`src/rtl/control_seq_pkg.sv`:
```
// Shared opcodes, ALU select codes, phase numbers and sequencer types for the
// hardwired control unit of the 8-bit accumulator CPU.
package control_seq_pkg;

    localparam logic [3:0] OP_NOP   = 4'h0;
    localparam logic [3:0] OP_LDAC  = 4'h1;
    localparam logic [3:0] OP_STAC  = 4'h2;
    localparam logic [3:0] OP_MOVAC = 4'h3;
    localparam logic [3:0] OP_MOVR  = 4'h4;
    localparam logic [3:0] OP_JUMP  = 4'h5;
    localparam logic [3:0] OP_JMPZ  = 4'h6;
    localparam logic [3:0] OP_JPNZ  = 4'h7;
    localparam logic [3:0] OP_ADD   = 4'h8;
    localparam logic [3:0] OP_SUB   = 4'h9;
    localparam logic [3:0] OP_INAC  = 4'hA;
    localparam logic [3:0] OP_CLAC  = 4'hB;
    localparam logic [3:0] OP_AND   = 4'hC;
    localparam logic [3:0] OP_OR    = 4'hD;
    localparam logic [3:0] OP_XOR   = 4'hE;
    localparam logic [3:0] OP_NOT   = 4'hF;
    localparam logic [4:0] OP_HALT  = 5'h10;

    localparam logic [3:0] ALUS_NONE = 4'd0;
    localparam logic [3:0] ALUS_ADD  = 4'd1;
    localparam logic [3:0] ALUS_SUB  = 4'd2;
    localparam logic [3:0] ALUS_AND  = 4'd3;
    localparam logic [3:0] ALUS_OR   = 4'd4;
    localparam logic [3:0] ALUS_XOR  = 4'd5;
    localparam logic [3:0] ALUS_INAC = 4'd6;
    localparam logic [3:0] ALUS_CLAC = 4'd7;
    localparam logic [3:0] ALUS_NOT  = 4'd8;
    localparam logic [3:0] ALUS_PASS = 4'd9;

    localparam logic [2:0] T0 = 3'd0;
    localparam logic [2:0] T1 = 3'd1;
    localparam logic [2:0] T2 = 3'd2;
    localparam logic [2:0] T3 = 3'd3;
    localparam logic [2:0] T4 = 3'd4;
    localparam logic [2:0] T5 = 3'd5;
    localparam logic [2:0] T6 = 3'd6;
    localparam logic [2:0] T7 = 3'd7;

    typedef enum logic [1:0] {ST_RUN, ST_STEPWAIT, ST_HALT} state_t;

    // Field order matches the top-level strobe port list.
    typedef struct packed {
        logic read;   logic write;  logic membus; logic busmem;
        logic arload; logic arinc;  logic pcload; logic pcinc;
        logic pcbus;  logic drload; logic drbus;  logic trload;
        logic trbus;  logic irload; logic rload;  logic rbus;
        logic zload;  logic acload; logic acbus;  logic drhbus;
        logic drlbus; logic clr;
    } strobes_t;

endpackage

```
`src/rtl/control_timing.sv`:
```
// Phase counter and run/step/halt state machine with memory stall tracking.
// rst is the combined active-low reset built by the top level.
module control_timing
    import control_seq_pkg::*;
#(
    parameter int WAIT_MAX = 15
) (
    input  logic       clk,
    input  logic       rst,
    input  logic       last_phase,
    input  logic       mem_access,
    input  logic       mem_ready,
    input  logic       step_mode,
    input  logic       step_req,
    input  logic       halt_req,
    output logic [2:0] tstate,
    output logic       adv,
    output logic       stall,
    output logic       timeout,
    output state_t     state
);

    localparam int WCNT_W = (WAIT_MAX > 0) ? $clog2(WAIT_MAX + 1) : 1;

    logic [WCNT_W-1:0] wait_cnt;
    logic              wait_hit;

    assign stall    = (state == ST_RUN) && mem_access && !mem_ready;
    assign adv      = (state == ST_RUN) && !stall && !halt_req;
    assign wait_hit = (WAIT_MAX > 0) && (wait_cnt == WCNT_W'(WAIT_MAX - 1));

    always_ff @(posedge clk or negedge rst) begin
        if (!rst) begin
            state    <= ST_RUN;
            tstate   <= T0;
            wait_cnt <= '0;
            timeout  <= 1'b0;
        end else begin
            case (state)
                ST_RUN: begin
                    if (halt_req) begin
                        state <= ST_HALT;
                    end else if (stall) begin
                        // The stall that would reach WAIT_MAX halts instead of counting on.
                        if (wait_hit) begin
                            timeout <= 1'b1;
                            state   <= ST_HALT;
                        end else begin
                            wait_cnt <= wait_cnt + WCNT_W'(1);
                        end
                    end else begin
                        wait_cnt <= '0;
                        if (last_phase) begin
                            tstate <= T0;
                            state  <= step_mode ? ST_STEPWAIT : ST_RUN;
                        end else begin
                            tstate <= tstate + 3'd1;
                        end
                    end
                end
                ST_STEPWAIT: begin
                    if (step_req) state <= ST_RUN;
                end
                default: ;
            endcase
        end
    end

endmodule

```
`src/rtl/control_seq.sv`:
```
// Hardwired control unit: opcode decode, per-phase strobe generation with
// stall masking, sticky illegal flag and retired-instruction counter.
module control_seq
    import control_seq_pkg::*;
#(
    parameter int OPC_W    = 8,
    parameter int ALUS_W   = 7,
    parameter int WAIT_MAX = 15,
    parameter int RET_W    = 16
) (
    input  logic              clk,
    input  logic              rst,
    input  logic [1:0]        cpustate,
    input  logic [OPC_W-1:0]  din,
    input  logic              z,
    input  logic              mem_ready,
    input  logic              step_mode,
    input  logic              step_req,
    output logic              read,
    output logic              write,
    output logic              membus,
    output logic              busmem,
    output logic              arload,
    output logic              arinc,
    output logic              pcload,
    output logic              pcinc,
    output logic              pcbus,
    output logic              drload,
    output logic              drbus,
    output logic              trload,
    output logic              trbus,
    output logic              irload,
    output logic              rload,
    output logic              rbus,
    output logic              zload,
    output logic              acload,
    output logic              acbus,
    output logic              drhbus,
    output logic              drlbus,
    output logic              clr,
    output logic [ALUS_W-1:0] alus,
    output logic [2:0]        tstate,
    output logic              halted,
    output logic              illegal,
    output logic              mem_timeout,
    output logic [RET_W-1:0]  retired
);

    logic       rst_eff;
    logic       op_ok, is_halt, halt_req, jump_taken, is_branch;
    logic [3:0] op, raw_alus;
    logic       adv, stall;
    state_t     state;
    strobes_t   raw, strb;

    // Leaving RUN behaves exactly like the external reset.
    assign rst_eff = rst && (cpustate == 2'b11);

    assign op         = din[3:0];
    assign op_ok      = (din[OPC_W-1:4] == '0);
    assign is_halt    = (din == OPC_W'(OP_HALT));
    assign halt_req   = (state == ST_RUN) && (tstate == T3) && !op_ok;
    assign is_branch  = (op == OP_JMPZ) || (op == OP_JPNZ);
    assign jump_taken = (op == OP_JUMP) || ((op == OP_JMPZ) && z) || ((op == OP_JPNZ) && !z);

    always_comb begin
        raw      = '0;
        raw_alus = ALUS_NONE;
        case (tstate)
            T0: begin raw.pcbus = 1'b1; raw.arload = 1'b1; end
            T1: begin raw.read = 1'b1; raw.membus = 1'b1; raw.drload = 1'b1; raw.pcinc = 1'b1; end
            T2: begin raw.irload = 1'b1; raw.pcbus = 1'b1; raw.arload = 1'b1; end
            default: begin
                if (!op_ok) begin
                    raw = '0;
                end else if ((op == OP_LDAC) || (op == OP_STAC)) begin
                    case (tstate)
                        T3: begin raw.read = 1'b1; raw.membus = 1'b1; raw.drload = 1'b1; raw.pcinc = 1'b1; raw.arinc = 1'b1; end
                        T4: begin raw.read = 1'b1; raw.membus = 1'b1; raw.drload = 1'b1; raw.pcinc = 1'b1; raw.trload = 1'b1; end
                        T5: begin raw.drhbus = 1'b1; raw.trbus = 1'b1; raw.arload = 1'b1; end
                        T6: begin
                            raw.drload = 1'b1;
                            if (op == OP_LDAC) begin raw.read = 1'b1; raw.membus = 1'b1; end
                            else raw.acbus = 1'b1;
                        end
                        default: begin
                            raw.drlbus = 1'b1;
                            raw.clr    = 1'b1;
                            if (op == OP_LDAC) begin raw.acload = 1'b1; raw_alus = ALUS_PASS; end
                            else begin raw.busmem = 1'b1; raw.write = 1'b1; end
                        end
                    endcase
                end else if (jump_taken) begin
                    case (tstate)
                        T3: begin raw.read = 1'b1; raw.membus = 1'b1; raw.drload = 1'b1; raw.arinc = 1'b1; end
                        T4: begin raw.read = 1'b1; raw.membus = 1'b1; raw.drload = 1'b1; raw.trload = 1'b1; end
                        T5: begin raw.drhbus = 1'b1; raw.trbus = 1'b1; raw.pcload = 1'b1; raw.clr = 1'b1; end
                        default: ;
                    endcase
                end else if (is_branch) begin
                    // Untaken branch skips the two address bytes.
                    raw.pcinc = (tstate == T4) || (tstate == T5);
                    raw.clr   = (tstate == T5);
                end else if (tstate == T3) begin
                    raw.clr = 1'b1;
                    case (op)
                        OP_MOVAC: begin raw.acbus = 1'b1; raw.rload = 1'b1; end
                        OP_MOVR:  begin raw.rbus = 1'b1; raw.acload = 1'b1; raw_alus = ALUS_PASS; end
                        OP_ADD:   begin raw.rbus = 1'b1; raw.acload = 1'b1; raw.zload = 1'b1; raw_alus = ALUS_ADD; end
                        OP_SUB:   begin raw.rbus = 1'b1; raw.acload = 1'b1; raw.zload = 1'b1; raw_alus = ALUS_SUB; end
                        OP_AND:   begin raw.rbus = 1'b1; raw.acload = 1'b1; raw.zload = 1'b1; raw_alus = ALUS_AND; end
                        OP_OR:    begin raw.rbus = 1'b1; raw.acload = 1'b1; raw.zload = 1'b1; raw_alus = ALUS_OR; end
                        OP_XOR:   begin raw.rbus = 1'b1; raw.acload = 1'b1; raw.zload = 1'b1; raw_alus = ALUS_XOR; end
                        OP_INAC:  begin raw.acload = 1'b1; raw.zload = 1'b1; raw_alus = ALUS_INAC; end
                        OP_CLAC:  begin raw.acload = 1'b1; raw.zload = 1'b1; raw_alus = ALUS_CLAC; end
                        OP_NOT:   begin raw.acload = 1'b1; raw.zload = 1'b1; raw_alus = ALUS_NOT; end
                        default: ;
                    endcase
                end
            end
        endcase
    end

    // A stalled phase keeps only its memory handshake strobes.
    always_comb begin
        strb = '0;
        alus = '0;
        if (rst_eff && (state == ST_RUN)) begin
            if (stall) begin
                strb.read   = raw.read;
                strb.write  = raw.write;
                strb.membus = raw.membus;
                strb.busmem = raw.busmem;
                strb.drlbus = raw.drlbus;
            end else begin
                strb = raw;
                alus = ALUS_W'(raw_alus);
            end
        end
    end

    assign {read, write, membus, busmem, arload, arinc, pcload, pcinc,
            pcbus, drload, drbus, trload, trbus, irload, rload, rbus,
            zload, acload, acbus, drhbus, drlbus, clr} = strb;

    assign halted = (state == ST_HALT);

    control_timing #(
        .WAIT_MAX(WAIT_MAX)
    ) u_timing (
        .clk       (clk),
        .rst       (rst_eff),
        .last_phase(raw.clr),
        .mem_access(raw.read || raw.write),
        .mem_ready (mem_ready),
        .step_mode (step_mode),
        .step_req  (step_req),
        .halt_req  (halt_req),
        .tstate    (tstate),
        .adv       (adv),
        .stall     (stall),
        .timeout   (mem_timeout),
        .state     (state)
    );

    always_ff @(posedge clk or negedge rst_eff) begin
        if (!rst_eff) begin
            retired <= '0;
            illegal <= 1'b0;
        end else begin
            if (adv && raw.clr) retired <= retired + RET_W'(1);
            if (halt_req && !is_halt) illegal <= 1'b1;
        end
    end

endmodule

```
`config.mk`:
```
export PLATFORM = sky130hd
export DESIGN_NAME = control_seq
export DESIGN_NICKNAME = d
export VERILOG_FILES = /design/src/rtl/control_seq_pkg.sv /design/src/rtl/control_timing.sv /design/src/rtl/control_seq.sv
export SDC_FILE = /design/constraint.sdc
export NUM_CORES = 1
export LEC_CHECK = 0
export ABC_AREA = 1
export BUFFER_PORTS_ARGS = -buffer_cell sky130_fd_sc_hd__buf_2
export CORE_MARGIN = 1.5
export CORE_UTILIZATION = 53
export CTS_BUF_LIST = sky130_fd_sc_hd__clkbuf_8
export DETAILED_ROUTE_END_ITERATION = 10
export PLACE_DENSITY = 0.83
export SYNTH_ARGS = -nofsm -noshare
export SYNTH_HDL_FRONTEND = slang
export SYNTH_SLANG_ARGS = --single-unit
```
`constraint.sdc`:
```
create_clock -name clk -period 4.8 [get_ports clk]
set_clock_uncertainty 0.2 [all_clocks]
set_input_delay 1.2 -clock clk [delete_from_list [all_inputs] [get_ports clk]]
set_output_delay 1.2 -clock clk [all_outputs]
set_load 0.01 [all_outputs]
```
* After elaboration in Yosys (flattened, before gate mapping)
Cells that the tools add are included.
** Cells by class
- $add $sub $neg :: 3
- Shift-type cells :: 0
- $mul :: 0
- Divide/modulo/power cells :: 0
- Multiplexer cells :: 79
- Reductions and logical operators :: 40
- Order comparisons :: 0
- Equality and inequality tests :: 30
- Bitwise gates (word level) :: 2
** Operators by type and width (count)
- 4-bit two-way mux :: 12
- 4-bit equality test (second input constant) :: 9
- 4-bit case mux with 9 select lines :: 1
- 1-bit two-way mux :: 35
- 2-bit two-way mux :: 13
- 8-bit two-way mux :: 3
- 22-bit two-way mux :: 1
- 16-bit by 1-bit adder with 16-bit output (second input constant) :: 1
- 4-bit by 3-bit equality test with 1-bit output (second input constant) :: 4
- 16-bit two-way mux :: 1
- 5-bit two-way mux :: 3
- 1-bit logical AND :: 12
- 1-bit case mux with 2 select lines :: 6
- 3-bit equality test (second input constant) :: 3
- 3-bit two-way mux :: 3
- 9-bit OR reduction :: 1
- 4-bit by 2-bit equality test with 1-bit output (second input constant) :: 2
- 8-bit by 5-bit equality test with 1-bit output (second input constant) :: 1
- 4-bit AND reduction :: 2
- 8-bit OR reduction :: 1
- 3-bit by 2-bit equality test with 1-bit output (second input constant) :: 2
- 1-bit zero test :: 6
- 1-bit logical OR :: 6
- 3-bit AND reduction :: 2
- other kinds (19) :: 24
** Word-level totals
- Memories :: 0
- Memory bits (writable) :: 0
- Bits in read-only memories :: 0
- Latch bits :: 0
- Flip-flop bits (word level) :: 27
- Input bits :: 16

* Longest topological paths before layout
- Word-level depth :: 15
- Depth in mapped cells :: 15
- Depth with buffers taken out :: 15

* Hierarchy
Synthesis repeated with hierarchy kept, for this count alone.
** Second synthesis, totals
- Cells, all modules :: 360
- Area total of the unflattened synthesis :: 2389.8 um^2
** Modules (own cells, without submodules)
- control_seq :: times used 1, cells an instance 289, sequential area each 425.4 um^2, area each 1783.0 um^2
- control_timing :: times used 1, cells an instance 71, sequential area each 250.2 um^2, area each 606.8 um^2

* Worst setup path before layout
OpenSTA, ideal clock, no wires.
- Path kind :: input-to-output
- Start point :: input rst
- End point :: output trbus
- Path slack :: 0.406 ns
- Arrival time :: 2.994 ns
- Buffers on the path :: 1
- Cell stages on the path :: 6
- Required time :: 3.400 ns
- Cell sequence :: and3_1 -> nand2_1 -> nor2_1 -> nand3_1 -> nor3_1 -> buf_4
** Between the ends
- Cells in the longest elaborated chain, start to end :: 3
** RTL lines
- start: declaration :: line control_seq.sv:12 : input logic rst,
- 1-bit logical AND :: line control_seq.sv:57 : assign rst_eff = rst && (cpustate == 2'b11);
- 1-bit logical AND :: line control_seq.sv:128 : if (rst_eff && (state == ST_RUN)) begin
- 22-bit two-way mux :: line control_seq.sv:128
- end: declaration :: line control_seq.sv:31 : output logic trbus,
No other way between the ends.

* Worst setup path in the final report
- Start point :: input din[1]
- End point :: output alus[0]
** Between the ends
- Cells in the longest elaborated chain, start to end :: 13
** RTL lines
- start: declaration :: line control_seq.sv:14 : input logic [OPC_W-1:0] din,
- parallel branches: the longest is 11 deep, another holds 4-bit case mux with 9 select lines
- 4-bit two-way mux * :: line control_seq.sv:129 : if (stall) begin
- 4-bit two-way mux * :: line control_seq.sv:128
- end: declaration :: line control_seq.sv:41 : output logic [ALUS_W-1:0] alus,
Mark *: on every way between the ends.

==> Flow_metrics.wiki <==
{| class="wikitable"
! Metric !! Value
|-
| Diodes inserted || 0
|-
| Area of the core || 3971 sq um
|-
| Hold path startpoint || u_timing.timeout
|-
| Area fraction of the dominant cell type after synthesis || 31.05%
|-
| Period utilization || 88.19%
|-
| Number of buffers added for setup after CTS || 0
|-
| Total congestion overflow || 0
|-
| Antenna violations before repair || 0
|-
| Non-filler cells, final || 430
|-
| Initial core utilization || 54.79%
|-
| Pin count of the biggest net entering global routing || 28
|-
| Required time at the worst-slack endpoint || 3.40 ns
|-
| Gr usage total || 23.59%
|-
| Part of the Yosys area used for sequential elements || 31.05%
|-
| Cell area after placement || 2485 sq um
|-
| Cts bufs inserted || 3
|-
| Power per cell area || 156.9 nW/um^2
|-
| Data arrival, critical path || 2.83 ns
|-
| Number of I/O pins || 67
|-
| Post-cts hold buffer count || 0
|-
| Gate count after technology mapping || 320
|-
| Gpl congestion || 0.8992
|-
| Post-synthesis sequential element count || 27
|-
| Final Setup Violations || 0
|-
| Category of the worst setup path launch point || primary input
|-
| Area growth from synthesis to final layout || 16.45%
|-
| Clock period minus worst slack || 4.233 ns
|-
| Sum Neg Setup Slack || 0 ns
|-
| Row Count || 23
|-
| Wire length of the first global-routing pass || 8286 um
|-
| Number of slew-limit violations in the final report || 0
|-
| Unrepaired setup endpoints after global routing || no
|-
| Sinks on the clock net || 27
|-
| Maximum frequency from static timing analysis || 236.2 MHz
|-
| Register-to-register setup slack || 2.29 ns
|-
| Leakage power summed over all cells || 1.444 nW
|-
| Synthesized area per cell || 6.799 sq um
|-
| Via count of the first global-routing pass || 1951
|-
| Post-synthesis instance area || 2176 sq um
|-
| Share of cells above drive strength 1 || 22.63%
|-
| Root Buffer Master || clkbuf_8
|-
| Top library cells by usage in the layout, fill and taps aside || 82 x nand2_1, 62 x buf_2, 39 x inv_1
|-
| Longest Clk Path Bufs || 2
|-
| Number of warning messages in the yosys log || 0
|-
| Number of inserted filler cells in the final layout || 366
|-
| Register clock-pin slew on the reported worst setup and hold paths || 0.09 ns
|-
| Path type of the worst setup path || in2out
|-
| Run status || finished, final reports clean
|-
| Number of antenna-violating nets in the routed design || 0
|-
| CP Capture Type || output pin
|-
| Power consumption || 0.0003975 W
|-
| Final hold violation count || 0
|-
| Largest cells by area after synthesis || dfrtp_1 31%, nand2_1 14%, inv_1 6.7%
|-
| HP Class || reg2reg
|-
| Number of design-rule violations left by the first detailed-router iteration || 141
|-
| Final instance area || 2534 sq um
|-
| Number of vias per cell || 5.249
|-
| Count of vias placed by the detailed router || 2257
|-
| Reg2reg end || retired[8]
|-
| Die span in x || 67.08 um
|-
| TritonRoute pass-1 iters || 4
|-
| Drt total wl || 5167 um
|-
| Hold Path Depth || 1
|-
| Die height || 67.08 um
|-
| Buffers on Ports || 62
|-
| DRC viols || 0
|-
| R2r worst-path depth || 10
|-
| Clock tree from TritonCTS || built
|-
| Max-cap violation count || 0
|-
| Avg WL per Cell || 12.02 um
|-
| Synth cell types || 32
|-
| Number of levels the H-tree was split into || 1
|-
| Largest vdd supply drop || 154.6 uV
|-
| Placed cells || 426
|-
| Library cell occupying the most area in the post-synthesis netlist || dfrtp_1
|-
| Count of cells resized by post-cts repair || 0
|-
| Die Area || 4499 sq um
|-
| Net count, final || 405
|-
| Worst-skew pair later-pin latency || 0.28 ns
|-
| HPWL reported at the end of detailed placement || 4077 um
|-
| Top fanout value on the critical path || 10
|-
| Most frequent standard cell in the layout excluding fill and tap cells || nand2_1
|-
| Launch point of the critical path || din[1]
|-
| Startpoint of the worst register-to-register path || u_timing.tstate[0]
|-
| Worst slack on hold paths || 0.2754 ns
|-
| Sink of the worst hold path || u_timing.timeout
|}
==> layout make-up <==
cell class	instances	area (sq um)	area share [%]
multi-input combinational	242	1264	49.88
sequential	27	675.6	26.67
timing repair buffer	63	317.8	12.54
inverter	44	165.2	6.519
tap	50	62.56	2.469
clock buffer	3	41.29	1.630
clock inverter	1	7.507	0.2963
==> cell usage after synthesis (all sizes together) <==
cell / n
a21oi: 9
nor2: 40
o211ai: 1
a31oi: 1
conb: 1
nor3: 12
o21bai: 2
nand4: 4
and3: 2
nand3b: 1
xor2: 12
nand2: 88
o21ai: 20
nand3: 30
a211oi: 1
nor4: 3
ha: 8
o22ai: 3
dfrtp: 27
xnor2: 1
buf: 10
inv: 44
==> power breakdown <==
part	internal (W)	total [W]	switching, W
registers	0.000227	0.000227	0
clock network	0.0000591	0.000134	0.0000747
logic	0.0000118	0.0000364	0.0000246
total	0.000298	0.000397	0.0000993
==> kinds of logic (layout without fill, tap and decap cells) <==
logic type               count (synthesis)  in the layout  share of synthesized area, %
AND/OR/NAND/NOR                        180            180                         38.18
adder cells (fa/ha/maj)                  8              8                         4.601
flip-flops                              27             27                         31.05
buffers and inverters                   54            111                         11.39
AO/OA/AOI/OAI                           37             37                         9.373
XOR/XNOR                                13             13                         5.233
other                                    1              4                        0.1723
==> flip-flops by register name (all words and copies together), names as in the netlist <==
signal             cells
u_timing.timeout       1
u_timing.wait_cnt      4
u_timing.state         2
illegal                1
retired               16
u_timing.tstate        3
==> routing by layer <==
metal | global-route usage (%) | wire length (um) | vias up
met5 | 0 | 0 | -
met4 | 6.888 | 42 | 0
met3 | 2.703 | 290 | 5
met2 | 38.74 | 2471 | 84
met1 | 32.42 | 2363 | 1032
li1 | - | - | 1136
==> through the flow <==
step / setup WS (ns) / util [%]
4_1_cts: 0.5993 / 63.80
3_3_place_gp: 0.6595 / 62.57
5_1_grt: 0.4219 / 63.80
3_5_place_dp: 0.5986 / 62.57
6_report: 0.5669 / 63.80
2_1_floorplan: 0.4061 / -
==> critical path: stages <==
cell and delay (ns):
buf_2 0.19, inv_2 0.05, nor2_2 0.13, nand2_2 0.10, nand2_4 0.13, nand3_1 0.12
nand3_2 0.11, nand3_2 0.09, nand2_4 0.13, nand2_1 0.17, inv_1 0.11, nand3b_1 0.09
nor2_1 0.09, buf_2 0.13
==> worst max-delay path by stage <==
stage | end | slack (ns) | cells after the start
finish | alus[0] | 0.57 | 14
global placement | alus[0] | 0.66 | 15
CTS | alus[0] | 0.60 | 15
detailed placement | alus[0] | 0.60 | 14
floorplan | trbus | 0.41 | 6
global route | alus[0] | 0.42 | 15
Note: power is estimated with default switching activity, not from simulation.
